**src/rtl/cim_bank_write_ctrl_pkg.sv**
```systemverilog
// Shared types for the CIM bank write controller: FSM state encoding and the request record.
// The request record is sized from the package default geometry.
package cim_pkg;

  localparam int CIM_DATA_W    = 24;
  localparam int CIM_ADDR_W    = 8;
  localparam int CIM_NUM_BANKS = 4;
  localparam int CIM_BANK_W    = $clog2(CIM_NUM_BANKS);

  typedef enum logic [2:0] {
    IDLE,
    SETUP,
    PULSE,
    HOLD,
    ERR
  } cim_state_t;

  typedef struct packed {
    logic [CIM_BANK_W-1:0] bank;
    logic [CIM_ADDR_W-1:0] addr;
    logic [CIM_DATA_W-1:0] data;
  } cim_wr_req_t;

endpackage

```
**src/rtl/cim_bank_write_ctrl_if.sv**
```systemverilog
// Write-request channel between the macro command decoder (master) and the bank write
// controller (slave).
interface cim_bank_write_ctrl_if #(
  parameter int DATA_W    = 24,
  parameter int ADDR_W    = 8,
  parameter int NUM_BANKS = 4
);
  localparam int BANK_W = $clog2(NUM_BANKS);

  // Handshake: the master holds req_valid and req_bank/addr/data stable until a rising edge
  // with req_valid && req_ready, which is the single transfer edge; req_ready never depends
  // on req_valid.
  logic              req_valid;
  logic              req_ready;
  logic [BANK_W-1:0] req_bank;
  logic [ADDR_W-1:0] req_addr;
  logic [DATA_W-1:0] req_data;

  modport master (output req_valid, req_bank, req_addr, req_data, input req_ready);
  modport slave  (input req_valid, req_bank, req_addr, req_data, output req_ready);

endinterface

```
**src/rtl/cim_bank_write_ctrl_skid.sv**
```systemverilog
// One-entry request buffer with bypass: an empty buffer passes a request straight through
// when the consumer takes it, otherwise stores it; in_ready is simply "not full".
module cim_wr_skid
  import cim_pkg::*;
#(
  parameter type T = cim_wr_req_t
) (
  input  logic clk,
  input  logic rst,
  input  logic in_valid,
  output logic in_ready,
  input  T     in_data,
  output logic out_valid,
  input  logic out_ready,
  output T     out_data,
  output logic full
);

  logic full_q, full_d;
  T     buf_q, buf_d;

  assign in_ready  = !full_q;
  assign full      = full_q;
  assign out_valid = full_q || in_valid;
  assign out_data  = full_q ? buf_q : in_data;

  always_comb begin
    full_d = full_q;
    buf_d  = buf_q;
    if (full_q) begin
      if (out_ready) full_d = 1'b0;
    end else if (in_valid && !out_ready) begin
      full_d = 1'b1;
      buf_d  = in_data;
    end
  end

  always_ff @(posedge clk) begin
    if (rst) begin
      full_q <= 1'b0;
      buf_q  <= '0;
    end else begin
      full_q <= full_d;
      buf_q  <= buf_d;
    end
  end

endmodule

```
**src/rtl/cim_bank_write_ctrl.sv**
```systemverilog
// CIM multi-bank write controller: sequences each write as SETUP -> PULSE -> HOLD and drives
// only the target bank's address lane and enable. Define CIM_WR_SKID_EN for a one-entry skid.
module cim_bank_write_ctrl
  import cim_pkg::*;
#(
  parameter int DATA_W    = 24,
  parameter int ADDR_W    = 8,
  parameter int NUM_BANKS = 4,
  parameter int PULSE_CYC = 2
) (
  input  logic                        clk,
  input  logic                        rst,
  cim_bank_write_ctrl_if.slave        req,
  output logic [DATA_W-1:0]           D1,
  output logic [NUM_BANKS*ADDR_W-1:0] WA,
  output logic [NUM_BANKS-1:0]        wr_en,
  output logic                        busy,
  output logic                        done,
  output logic                        err,
  output cim_state_t                  state_o
);

  localparam int BANK_W = $clog2(NUM_BANKS);
  localparam int CNT_W  = (PULSE_CYC < 1) ? 1 : $clog2(PULSE_CYC + 1);

  if (PULSE_CYC < 1) begin : g_bad_pulse
    $error("PULSE_CYC must be at least 1");
  end
  if (NUM_BANKS < 2) begin : g_bad_banks
    $error("NUM_BANKS must be at least 2");
  end

  typedef struct packed {
    logic [BANK_W-1:0] bank;
    logic [ADDR_W-1:0] addr;
    logic [DATA_W-1:0] data;
  } req_t;

  cim_state_t                  state_q, state_d;
  logic [CNT_W-1:0]            cnt_q, cnt_d;
  req_t                        cur_q, cur_d;
  logic [DATA_W-1:0]           d1_q, d1_d;
  logic [NUM_BANKS*ADDR_W-1:0] wa_q, wa_d;
  logic [NUM_BANKS-1:0]        wr_en_q, wr_en_d;
  logic                        busy_q, busy_d, done_q, done_d, err_q, err_d;
  logic                        drive_d;

  req_t src_data;
  logic src_valid, take, skid_full, src_oob;

`ifdef CIM_WR_SKID_EN
  req_t in_data;
  assign in_data = {req.req_bank, req.req_addr, req.req_data};

  cim_wr_skid #(.T(req_t)) u_skid (
    .clk       (clk),
    .rst       (rst),
    .in_valid  (req.req_valid),
    .in_ready  (req.req_ready),
    .in_data   (in_data),
    .out_valid (src_valid),
    .out_ready (take),
    .out_data  (src_data),
    .full      (skid_full)
  );
`else
  assign skid_full     = 1'b0;
  assign src_valid     = req.req_valid;
  assign src_data      = {req.req_bank, req.req_addr, req.req_data};
  assign req.req_ready = (state_q == IDLE);
`endif

  // A buffered request may start straight out of HOLD/ERR; a fresh one needs IDLE.
  assign take    = (state_q == IDLE) || (skid_full && (state_q == HOLD || state_q == ERR));
  assign src_oob = ({1'b0, src_data.bank} >= (BANK_W + 1)'(NUM_BANKS));

  always_comb begin
    state_d = state_q;
    cnt_d   = cnt_q;
    cur_d   = cur_q;
    unique case (state_q)
      IDLE, HOLD, ERR: begin
        state_d = IDLE;
        if (src_valid && take) begin
          cur_d   = src_data;
          state_d = src_oob ? ERR : SETUP;
        end
      end
      SETUP: begin
        state_d = PULSE;
        cnt_d   = CNT_W'(1);
      end
      PULSE: begin
        if (cnt_q == CNT_W'(PULSE_CYC)) state_d = HOLD;
        else cnt_d = cnt_q + 1'b1;
      end
      default: state_d = IDLE;
    endcase

    drive_d = state_d inside {SETUP, PULSE, HOLD};
    d1_d    = drive_d ? cur_d.data : '0;
    busy_d  = (state_d != IDLE);
    done_d  = (state_d == HOLD);
    err_d   = (state_d == ERR);
  end

  for (genvar b = 0; b < NUM_BANKS; b++) begin : g_lane
    logic sel;
    assign sel = (cur_d.bank == BANK_W'(b));
    assign wa_d[b*ADDR_W +: ADDR_W] = (drive_d && sel) ? cur_d.addr : '0;
    assign wr_en_d[b] = (state_d == PULSE) && sel;
  end

  always_ff @(posedge clk) begin
    if (rst) begin
      state_q <= IDLE;
      cnt_q   <= '0;
      cur_q   <= '0;
      d1_q    <= '0;
      wa_q    <= '0;
      wr_en_q <= '0;
      busy_q  <= 1'b0;
      done_q  <= 1'b0;
      err_q   <= 1'b0;
    end else begin
      state_q <= state_d;
      cnt_q   <= cnt_d;
      cur_q   <= cur_d;
      d1_q    <= d1_d;
      wa_q    <= wa_d;
      wr_en_q <= wr_en_d;
      busy_q  <= busy_d;
      done_q  <= done_d;
      err_q   <= err_d;
    end
  end

  assign D1      = d1_q;
  assign WA      = wa_q;
  assign wr_en   = wr_en_q;
  assign busy    = busy_q;
  assign done    = done_q;
  assign err     = err_q;
  assign state_o = state_q;

endmodule

```
**src/flat_wrapper.sv**
```systemverilog
// flat-port wrapper written by rule: the top's interface ports become plain ports
module cim_bank_write_ctrl_flat import cim_pkg::*;
#(
  parameter int DATA_W    = 24,
  parameter int ADDR_W    = 8,
  parameter int NUM_BANKS = 4,
  parameter int PULSE_CYC = 2
)
  (clk, rst, D1, WA, wr_en, busy, done, err, state_o, req_req_valid, req_req_bank, req_req_addr, req_req_data, req_req_ready);
  cim_bank_write_ctrl_if #(.DATA_W(DATA_W), .ADDR_W(ADDR_W), .NUM_BANKS(NUM_BANKS)) req_i ();
  input  logic clk;
  input  logic rst;
  output logic [DATA_W-1:0] D1;
  output logic [NUM_BANKS*ADDR_W-1:0] WA;
  output logic [NUM_BANKS-1:0] wr_en;
  output logic busy;
  output logic done;
  output logic err;
  output cim_state_t state_o;
  input wire logic [$bits(req_i.req_valid)-1:0] req_req_valid;
  input wire logic [$bits(req_i.req_bank)-1:0] req_req_bank;
  input wire logic [$bits(req_i.req_addr)-1:0] req_req_addr;
  input wire logic [$bits(req_i.req_data)-1:0] req_req_data;
  output wire logic [$bits(req_i.req_ready)-1:0] req_req_ready;
  assign req_i.req_valid = req_req_valid;
  assign req_i.req_bank = req_req_bank;
  assign req_i.req_addr = req_req_addr;
  assign req_i.req_data = req_req_data;
  assign req_req_ready = req_i.req_ready;
  cim_bank_write_ctrl #(.DATA_W(DATA_W), .ADDR_W(ADDR_W), .NUM_BANKS(NUM_BANKS), .PULSE_CYC(PULSE_CYC)) u_core (.clk(clk), .rst(rst), .req(req_i), .D1(D1), .WA(WA), .wr_en(wr_en), .busy(busy), .done(done), .err(err), .state_o(state_o));
endmodule
```
**config.mk**
```make
export PLATFORM = sky130hd
export DESIGN_NAME = cim_bank_write_ctrl_flat
export DESIGN_NICKNAME = d
export VERILOG_FILES = /design/src/rtl/cim_bank_write_ctrl_pkg.sv /design/src/rtl/cim_bank_write_ctrl_if.sv /design/src/rtl/cim_bank_write_ctrl_skid.sv /design/src/rtl/cim_bank_write_ctrl.sv /design/src/flat_wrapper.sv
export SDC_FILE = /design/constraint.sdc
export NUM_CORES = 1
export LEC_CHECK = 0
export BUFFER_PORTS_ARGS = -buffer_cell sky130_fd_sc_hd__buf_2
export CELL_PAD_IN_SITES_DETAIL_PLACEMENT = 0
export CELL_PAD_IN_SITES_GLOBAL_PLACEMENT = 1
export CORE_UTILIZATION = 37
export CTS_BUF_LIST = sky130_fd_sc_hd__clkbuf_16
export DETAILED_ROUTE_END_ITERATION = 10
export PLACE_DENSITY = 0.82
export SLEW_MARGIN = 20
export SYNTH_ARGS = -nofsm -noshare
export SYNTH_HDL_FRONTEND = slang
export SYNTH_HIERARCHICAL = 1
export SYNTH_SLANG_ARGS = --single-unit
```
**constraint.sdc**
```tcl
create_clock -name clk -period 2.2 [get_ports clk]
set_input_delay 0.22 -clock clk [delete_from_list [all_inputs] [get_ports clk]]
set_output_delay 0.22 -clock clk [all_outputs]
set_load 0.02 [all_outputs]
```
==> flow_metrics.py, run 1 <==
metrics = {
    "routing": {
        "dr.pass1.iters": 4,
        "wirelength_microns": 7000,
        "vias": 2422,
        "drt_iter0_drc": 68,
        "wl_per_cell_microns": 13.6,
        "vias_per_cell": 4.70,
        "postRouteAntennaNets": 0,
        "drc_errors": 0,
    },
    "placement": {
        "place_inst": 499,
        "gp_congestion": 0.758,
        "port_buffers": 103,
        "pre_cts_slack_ns": 0.310,
        "placed_cell_area_sq_um": 3830,
        "dp_hpwl_microns": 4890,
    },
    "logic_synthesis": {
        "synth_top_family_by_area": "simple AND/OR/NAND/NOR gates",
        "synth_compound_area_share_pct": 7.90,
        "synthFlopType": "dfxtp_1",
        "synth_edf_count": 0,
        "yosys.area_share.adder_pct": 0.389,
        "synthSimpleGateAreaFrac_pct": 13.7,
        "synth_area_sq_um": 3210,
        "synthXorXnorAreaFrac_pct": 0.272,
        "synth_area_leaders": "dfxtp_1 64%, mux2i_1 7.5%, nor2_1 6.9%",
        "yosys_warnings": 6,
        "synth_cell_types": 34,
        "ys_async_sr_fraction_pct": 0,
        "netlist_instances": 299,
        "yosys.area.top_type_share_pct": 63.5,
        "synth-seq-cells": 102,
        "seq_area_frac_synth_pct": 63.5,
        "syn_avg_cell_area_sq_um": 10.8,
        "synthMuxAreaShare_pct": 10.9,
        "yosysTopAreaCell": "dfxtp_1",
    },
    "timing": {
        "rsz0062_at_grt": "no",
        "min_period_over_period_pct": 85.5,
        "timing.hold.ws_ns": 0.132,
        "slew_headroom_pct": 40.9,
        "hold_violations": 0,
        "setup_viol": 0,
        "worst_pin_slew_ns": 0.886,
        "final.setup.worst_slack_ns": 0.319,
        "min_period_ns": 1.88,
        "slew_violations": 0,
        "fmax_mhz": 532,
        "fin_skew_ns": 0.0126,
        "tns_ns": 0,
    },
    "power_and_ir_drop": {
        "combPwrFrac_pct": 6.9,
        "p_sw_uw": 930,
        "p_int_mw": 2.81,
        "power.density_nw_per_um2": 904,
        "seqPwrFrac_pct": 51.1,
        "vdd_drop_max_uv": 493,
        "power_mw": 3.74,
        "p_sw_share_pct": 24.8,
        "p_leak_nw": 1.99,
        "clock_power_share_pct": 42.0,
    },
    "worst_setup_path": {
        "rr_worst_depth": 4,
        "startpoint_type": "flop",
        "worstReg2RegEnd": "u_core/WA[2]$_SDFF_PP0_",
        "end_kind": "flop",
        "critical_path.max_fanout": 23,
        "worstSetupStartpoint": "u_core/state_o[2]$_SDFF_PP0_",
        "setup.worst_path.class": "reg -> reg",
        "endpoint": "u_core/WA[2]$_SDFF_PP0_",
        "cp.arrival_ns": 2.10,
        "required_ns": 2.42,
        "r2r_start": "u_core/state_o[2]$_SDFF_PP0_",
        "r2r_slack_ns": 0.32,
    },
    "floorplan": {
        "die_y_microns": 95.2,
        "dieWidth_microns": 95.2,
        "start_util_pct": 38.7,
        "ios": 104,
        "die_area_sq_um": 9060,
        "core_area_sq_um": 8300,
        "placementRows": 33,
    },
    "global_routing": {
        "antenna_found_initial": 0,
        "grt_max_degree": 26,
        "grt_pass1_vias": 2324,
        "grt_use_total_pct": 16.5,
        "grt-ovfl-total": 0,
        "grt_pass1_wl_microns": 11300,
    },
    "clock_network": {
        "clockBufferDepth": 2,
        "root_buffer": "clkbuf_16",
        "post_cts_buffers": 0,
        "numClockSinks": 102,
        "cts_tree": "built",
        "clk-insertion-delay-late_ns": 0.34,
        "cts_buffers": 9,
        "path_clk_slew_ns": 0.08,
        "ctsHoldBuffers": 0,
        "htree_levels": 3,
        "ctsResizeCount": 0,
    },
    "cells_and_area": {
        "post-route-util_pct": 49.9,
        "final_common_cell": "buf_2",
        "final_area_sq_um": 4140,
        "drive_gt1_share_pct": 33.2,
        "area_delta_synth_final_pct": 28.8,
        "final_cell_mix": "103 x buf_2, 102 x dfxtp_1, 59 x nor2_1",
        "fin_nets": 443,
        "insertedDiodeCount": 0,
        "finalNonFillerCells": 515,
    },
    "run": {
        "cap_violations": 0,
    },
    "run_status": {
        "outcome": "finished, final reports clean",
    },
    "worst_hold_path": {
        "hold_class": "in -> reg",
    },
}
[layer usage]
metal,up-vias,global-route usage [%],routed length [microns]
li1,1224,-,-
met1,1104,21.4,3190
met2,89,25.9,3160
met3,5,5.66,592
met4,0,4.92,56
met5,-,0,0
[registers in the layout, indices dropped and copies added, names as in the netlist]
name,flops
u_core/err,1
u_core/done,1
u_core/cnt_q,2
u_core/busy,1
u_core/D1,24
u_core/cur_q,34
u_core/WA,32
u_core/state_o,3
u_core/wr_en,4
[kinds of logic after synthesis]
family	after synthesis
DFF	102
and+or+nand+nor	97
AOI/OAI and AO/OA	46
muxes	32
buffers and inverters	19
adders and majority gates	1
other	1
xor gates and xnor gates	1
[final cells by class]
type,instances,area [sq um]
clock inverter,7,86.3
fill,781,4160
clock buffer,9,225
multi-input combinational,179,1070
tap,105,131
sequential,102,2040
timing repair buffer,110,568
inverter,3,11.3
[worst min-delay path by stage]
stage	startpoint	end	slack (ns)	cells past startpoint
after floorplan	req_req_bank[0]	u_core/cur_q[32]$_SDFF_PP0_	0.36	2
after global placement	u_core/cur_q[0]$_SDFF_PP0_	u_core/D1[0]$_SDFF_PP0_	0.47	2
after detailed placement	req_req_data[14]	u_core/D1[14]$_SDFF_PP0_	0.48	3
after CTS	req_req_data[14]	u_core/D1[14]$_SDFF_PP0_	0.12	3
after global routing	req_req_data[14]	u_core/cur_q[14]$_SDFF_PP0_	0.13	3
final	req_req_data[18]	u_core/D1[18]$_SDFF_PP0_	0.13	3
[cells in the mapped netlist, types with 2 or more instances]
cell type and instances:
nor3_1 3, mux2i_1 24, nor3b_1 2, nor2_1 59, buf_6 4, nor2b_1 5
nand4b_1 2, inv_1 2, mux2i_2 8, nand3_1 6, nand2_1 10, clkbuf_1 10
nand3b_1 2, buf_1 2, nand4_1 2, a21oi_1 38, nor4b_1 2, dfxtp_1 102
[power by group through the flow]
stage               Sequential (mW)  Clock, mW  Combinational [mW]
floorplan                      1.97          0               0.154
global placement               1.95          0               0.255
detailed placement             1.96          0               0.259
CTS                            1.91       1.62               0.260
global route                   1.92       1.69               0.287
finish                         1.91       1.57               0.257
[critical path, stage by stage, from the launching register on]
cell and delay [ns]:
dfxtp_1 0.38, or4b_2 0.65, buf_4 0.28, mux2i_2 0.36, a21oi_1 0.08
Power figures use the tool's default switching activity.
==> run 2: changes to the inputs <==
- CORE_MARGIN: not set -> 1.5
- CORE_UTILIZATION: 37 -> 39
- CTS_BUF_LIST: sky130_fd_sc_hd__clkbuf_16 -> sky130_fd_sc_hd__clkbuf_4 sky130_fd_sc_hd__clkbuf_8
- PLACE_DENSITY: 0.82 -> 0.85
==> flow_metrics.py, run 2 (synthesized netlist as in run 1, its figures left out) <==
metrics = {
    "worst_setup_path": {
        "worstPathCellList": "or4b_2, buf_12, mux2i_2, a21oi_1",
        "startpoint_type": "flop",
        "cp.depth": 4,
        "cp.arrival_ns": 2.10,
        "end_kind": "flop",
        "rr_worst_depth": 4,
        "setup.worst_path.class": "reg -> reg",
        "max_stage_delay_ns": 0.67,
        "path_buf_inv": 1,
        "slowest_stage": "or4b_2",
        "required_ns": 2.45,
        "cp_top_family": "simple AND/OR/NAND/NOR gates",
        "critical_path.max_fanout": 38,
    },
    "placement": {
        "dp_hpwl_microns": 4760,
        "gp_congestion": 0.785,
        "port_buffers": 103,
        "place_inst": 495,
    },
    "global_routing": {
        "antenna_found_initial": 0,
        "grt_pass1_vias": 2260,
        "grt_max_degree": 39,
        "grt-ovfl-total": 0,
        "grt_pass1_wl_microns": 11000,
        "grt_use_total_pct": 16.3,
    },
    "cells_and_area": {
        "finalNonFillerCells": 511,
        "final_cell_mix": "103 x buf_2, 102 x dfxtp_1, 59 x nor2_1",
        "drive_gt1_share_pct": 33.0,
        "largest_reg_flops": 34,
        "top_register": "u_core/cur_q",
        "area_delta_synth_final_pct": 25.7,
        "fin_nets": 442,
        "insertedDiodeCount": 0,
        "final_common_cell": "buf_2",
        "fillCellCount": 742,
    },
    "floorplan": {
        "die_y_microns": 93.8,
        "die_area_sq_um": 8800,
        "ios": 104,
        "start_util_pct": 41.0,
        "dieWidth_microns": 93.8,
        "placementRows": 32,
        "core_area_sq_um": 7850,
    },
    "routing": {
        "vias": 2407,
        "dr.pass1.iters": 5,
        "wirelength_microns": 6890,
        "postRouteAntennaNets": 0,
        "drc_errors": 0,
        "vias_per_cell": 4.71,
        "wl_per_cell_microns": 13.5,
        "drt_iter0_drc": 89,
    },
    "timing": {
        "rsz0062_at_grt": "no",
        "hold_violations": 0,
        "slew_headroom_pct": 40.4,
        "worst_pin_slew_ns": 0.894,
        "slew_violations": 0,
        "tns_ns": 0,
        "min_period_over_period_pct": 84.3,
        "min_period_ns": 1.85,
        "setup_viol": 0,
        "fin_skew_ns": 0.0130,
        "fmax_mhz": 539,
    },
    "clock_network": {
        "ctsHoldBuffers": 0,
        "ctsResizeCount": 0,
        "cts_buffers": 9,
        "clockBufferDepth": 2,
        "root_buffer": "clkbuf_8",
        "cts_tree": "built",
        "numClockSinks": 102,
        "clk-insertion-delay-late_ns": 0.36,
        "htree_levels": 3,
        "path_clk_slew_ns": 0.11,
        "post_cts_buffers": 0,
    },
    "power_and_ir_drop": {
        "power.density_nw_per_um2": 827,
        "vdd_drop_max_uv": 402,
        "power_mw": 3.34,
        "p_leak_nw": 1.94,
    },
    "run": {
        "cap_violations": 0,
    },
    "run_status": {
        "outcome": "finished, final reports clean",
    },
    "worst_hold_path": {
        "hold_depth": 3,
        "hold_class": "in -> reg",
    },
}
run 2: worst reg2reg max path: cells and delay by family, from the launching register on:
kind / cells / cell delay [ns]
compound gates: 1 / 0.08
buf+inv: 1 / 0.23
flops: 1 / 0.39
mux: 1 / 0.37
simple gates: 1 / 0.67
run 2: layer usage:
layer  track usage [%]  wire (microns)
met1              21.4            3210
met2              24.6            3010
met3              5.50             589
met4              6.34              71
met5                 0               0
run 2: worst paths after layout:
check / endpoint / slack, ns / start
worst max-delay path: u_core/WA[13]$_SDFF_PP0_ / 0.35 / u_core/state_o[2]$_SDFF_PP0_
worst min-delay path: u_core/cur_q[18]$_SDFF_PP0_ / 0.11 / req_req_data[18]
worst max register to register: u_core/WA[13]$_SDFF_PP0_ / 0.35 / u_core/state_o[2]$_SDFF_PP0_
worst min register to register: u_core/cur_q[9]$_SDFF_PP0_ / 0.50 / u_core/cur_q[9]$_SDFF_PP0_
run 2: where the power goes:
| group | leakage, nW | internal [mW] | switching (mW) |
|---|---|---|---|
| registers | 0.828 | 1.89 | 0.0184 |
| logic | 1.01 | 0.104 | 0.154 |
| clock network | 0.105 | 0.458 | 0.711 |
| total | 1.94 | 2.46 | 0.883 |
run 2: layout make-up:
class	instances	area (sq um)	area share, %
timing repair buffer	109	573	14.2
clock buffer	9	124	3.07
clock inverter	7	86.3	2.14
multi-input combinational	179	1070	26.6
tap	102	128	3.16
inverter	3	11.3	0.279
sequential	102	2040	50.6
run 2: per-stage QoR:
step	hold slack [ns]	area [sq um]	utilization, %	worst slack, ns
global route	0.0989	4040	51.5	0.258
global placement	0.469	3830	48.8	0.406
detailed placement	0.480	3830	48.8	0.356
floorplan	0.356	3220	-	0.462
finish	0.105	4040	51.5	0.346
CTS	0.0843	4040	51.5	0.345
==> run 3: changes to the inputs <==
- clock period: 2.2 -> 1.9 ns (I/O delays scaled with it)
==> flow_metrics.py, run 3 (synthesized netlist as in run 1, its figures left out) <==
metrics = {
    "run_status": {
        "outcome": "finished, final reports clean",
    },
    "routing": {
        "wl_per_cell_microns": 13.0,
        "vias": 2448,
        "postRouteAntennaNets": 0,
        "dr.pass1.iters": 4,
        "vias_per_cell": 4.70,
        "drt_iter0_drc": 75,
        "drc_errors": 0,
        "wirelength_microns": 6790,
    },
    "placement": {
        "port_buffers": 103,
        "placed_cell_area_sq_um": 3900,
        "gp_congestion": 0.825,
        "place_inst": 505,
        "dp_hpwl_microns": 4830,
        "pre_cts_slack_ns": 0.139,
    },
    "cells_and_area": {
        "final_common_cell": "buf_2",
        "area_delta_synth_final_pct": 28.0,
        "top_register": "u_core/cur_q",
        "final_cell_mix": "103 x buf_2, 102 x dfxtp_1, 59 x nor2_1",
        "final_area_sq_um": 4110,
        "fin_nets": 452,
        "finalNonFillerCells": 521,
        "drive_gt1_share_pct": 34.6,
        "largest_reg_flops": 34,
        "insertedDiodeCount": 0,
    },
    "power_and_ir_drop": {
        "power.density_nw_per_um2": 945,
        "p_sw_mw": 1.03,
        "combPwrFrac_pct": 7.9,
        "p_leak_nw": 1.99,
        "seqPwrFrac_pct": 57.0,
        "p_sw_share_pct": 26.6,
        "vdd_drop_max_uv": 412,
        "clock_power_share_pct": 35.1,
        "p_int_mw": 2.85,
    },
    "clock_network": {
        "htree_levels": 3,
        "path_clk_slew_ns": 0.11,
        "ctsHoldBuffers": 0,
        "root_buffer": "clkbuf_8",
        "cts_buffers": 9,
        "ctsResizeCount": 0,
        "post_cts_buffers": 0,
        "clk-insertion-delay-late_ns": 0.37,
        "clockBufferDepth": 2,
        "cts_tree": "built",
        "numClockSinks": 102,
    },
    "worst_setup_path": {
        "r2r_start": "u_core/state_o[0]$_SDFF_PP0_",
        "end_kind": "flop",
        "critical_path.max_fanout": 21,
        "startpoint_type": "flop",
        "slowest_stage": "or4b_2",
        "worstReg2RegEnd": "u_core/WA[25]$_SDFF_PP0_",
        "cp.arrival_ns": 2.04,
        "rr_worst_depth": 4,
        "cp_top_family": "simple AND/OR/NAND/NOR gates",
        "path_buf_inv": 1,
        "required_ns": 2.14,
        "setup.worst_path.class": "reg -> reg",
        "max_stage_delay_ns": 0.72,
        "r2r_slack_ns": 0.1,
        "worstPathCellList": "or4b_2, buf_12, mux2i_2, a21oi_1",
    },
    "timing": {
        "slew_violations": 0,
        "rsz0062_at_grt": "no",
        "timing.hold.ws_ns": 0.0738,
        "fin_skew_ns": 0.0120,
        "final.setup.worst_slack_ns": 0.0985,
        "setup_viol": 0,
        "tns_ns": 0,
        "fmax_mhz": 555,
        "worst_pin_slew_ns": 0.908,
        "hold_violations": 0,
        "slew_headroom_pct": 39.5,
        "min_period_ns": 1.80,
        "min_period_over_period_pct": 94.8,
    },
    "global_routing": {
        "grt_pass1_wl_microns": 10600,
        "antenna_found_initial": 0,
        "grt_use_total_pct": 15.8,
        "grt_pass1_vias": 2170,
        "grt_max_degree": 26,
        "grt-ovfl-total": 0,
    },
    "run": {
        "cap_violations": 0,
    },
    "floorplan": {
        "start_util_pct": 41.0,
        "placementRows": 32,
        "die_y_microns": 93.8,
        "core_area_sq_um": 7850,
        "die_area_sq_um": 8800,
        "dieWidth_microns": 93.8,
        "ios": 104,
    },
    "worst_hold_path": {
        "hold_class": "in -> reg",
        "min_from": "req_req_data[23]",
        "hold_depth": 3,
        "whs_endpoint": "u_core/cur_q[23]$_SDFF_PP0_",
    },
}
[run 3: cell types whose count changed in the layout (fill, tap and decap cells not counted)]
cell	previous run	this run
clkinv_4	1	0
inv_6	2	3
buf_4	5	15
[run 3: layout make-up]
cell class	count	area (sq um)
clock buffers	9	124
clock inverters	7	86.3
fillers	756	3730
inverters	3	11.3
multi-input cells	179	1070
flip-flops and latches	102	2040
well taps	102	128
repair buffers	119	648
[run 3: worst max path at each step]
stage                                  from                       end  slack [ns]  cells past startpoint
4_1_cts        u_core/state_o[0]$_SDFF_PP0_  u_core/WA[25]$_SDFF_PP0_        0.12                      4
3_5_place_dp   u_core/state_o[0]$_SDFF_PP0_  u_core/WA[25]$_SDFF_PP0_        0.14                      4
3_3_place_gp   u_core/state_o[0]$_SDFF_PP0_  u_core/WA[25]$_SDFF_PP0_        0.15                      4
5_1_grt        u_core/state_o[0]$_SDFF_PP0_   u_core/D1[1]$_SDFF_PP0_        0.05                      4
6_report       u_core/state_o[0]$_SDFF_PP0_  u_core/WA[25]$_SDFF_PP0_         0.1                      4
2_1_floorplan  u_core/state_o[0]$_SDFF_PP0_   u_core/D1[0]$_SDFF_PP0_        0.16                      6
[run 3: worst min-delay path, stage by stage]
cell and delay (ns):
buf_2 0.07, mux2i_1 0.07, nor2_1 0.08
[run 3: per-stage QoR]
step	power [mW]	utilization [%]
final	3.89	52.4
after global routing	4.05	52.4
after CTS	3.93	52.4
after detailed placement	2.57	49.7
after global placement	2.57	49.7
after floorplan	2.46	-
[run 3: power by group through the flow]
stage               registers [mW]  clock network (mW)  logic, mW
floorplan                     2.28                   0      0.178
global placement              2.26                   0      0.304
detailed placement            2.26                   0      0.310
CTS                           2.21                1.40      0.311
global route                  2.22                1.50      0.337
finish                        2.21                1.36      0.309
[run 3: routing by layer]
layer / part of all wire [%] / vias to the layer above / GRT usage (%)
li1: - / 1230 / -
met1: 48 / 1121 / 21.5
met2: 43 / 90 / 23.1
met3: 7.8 / 7 / 5.66
met4: 1.1 / 0 / 5.22
met5: 0 / - / 0
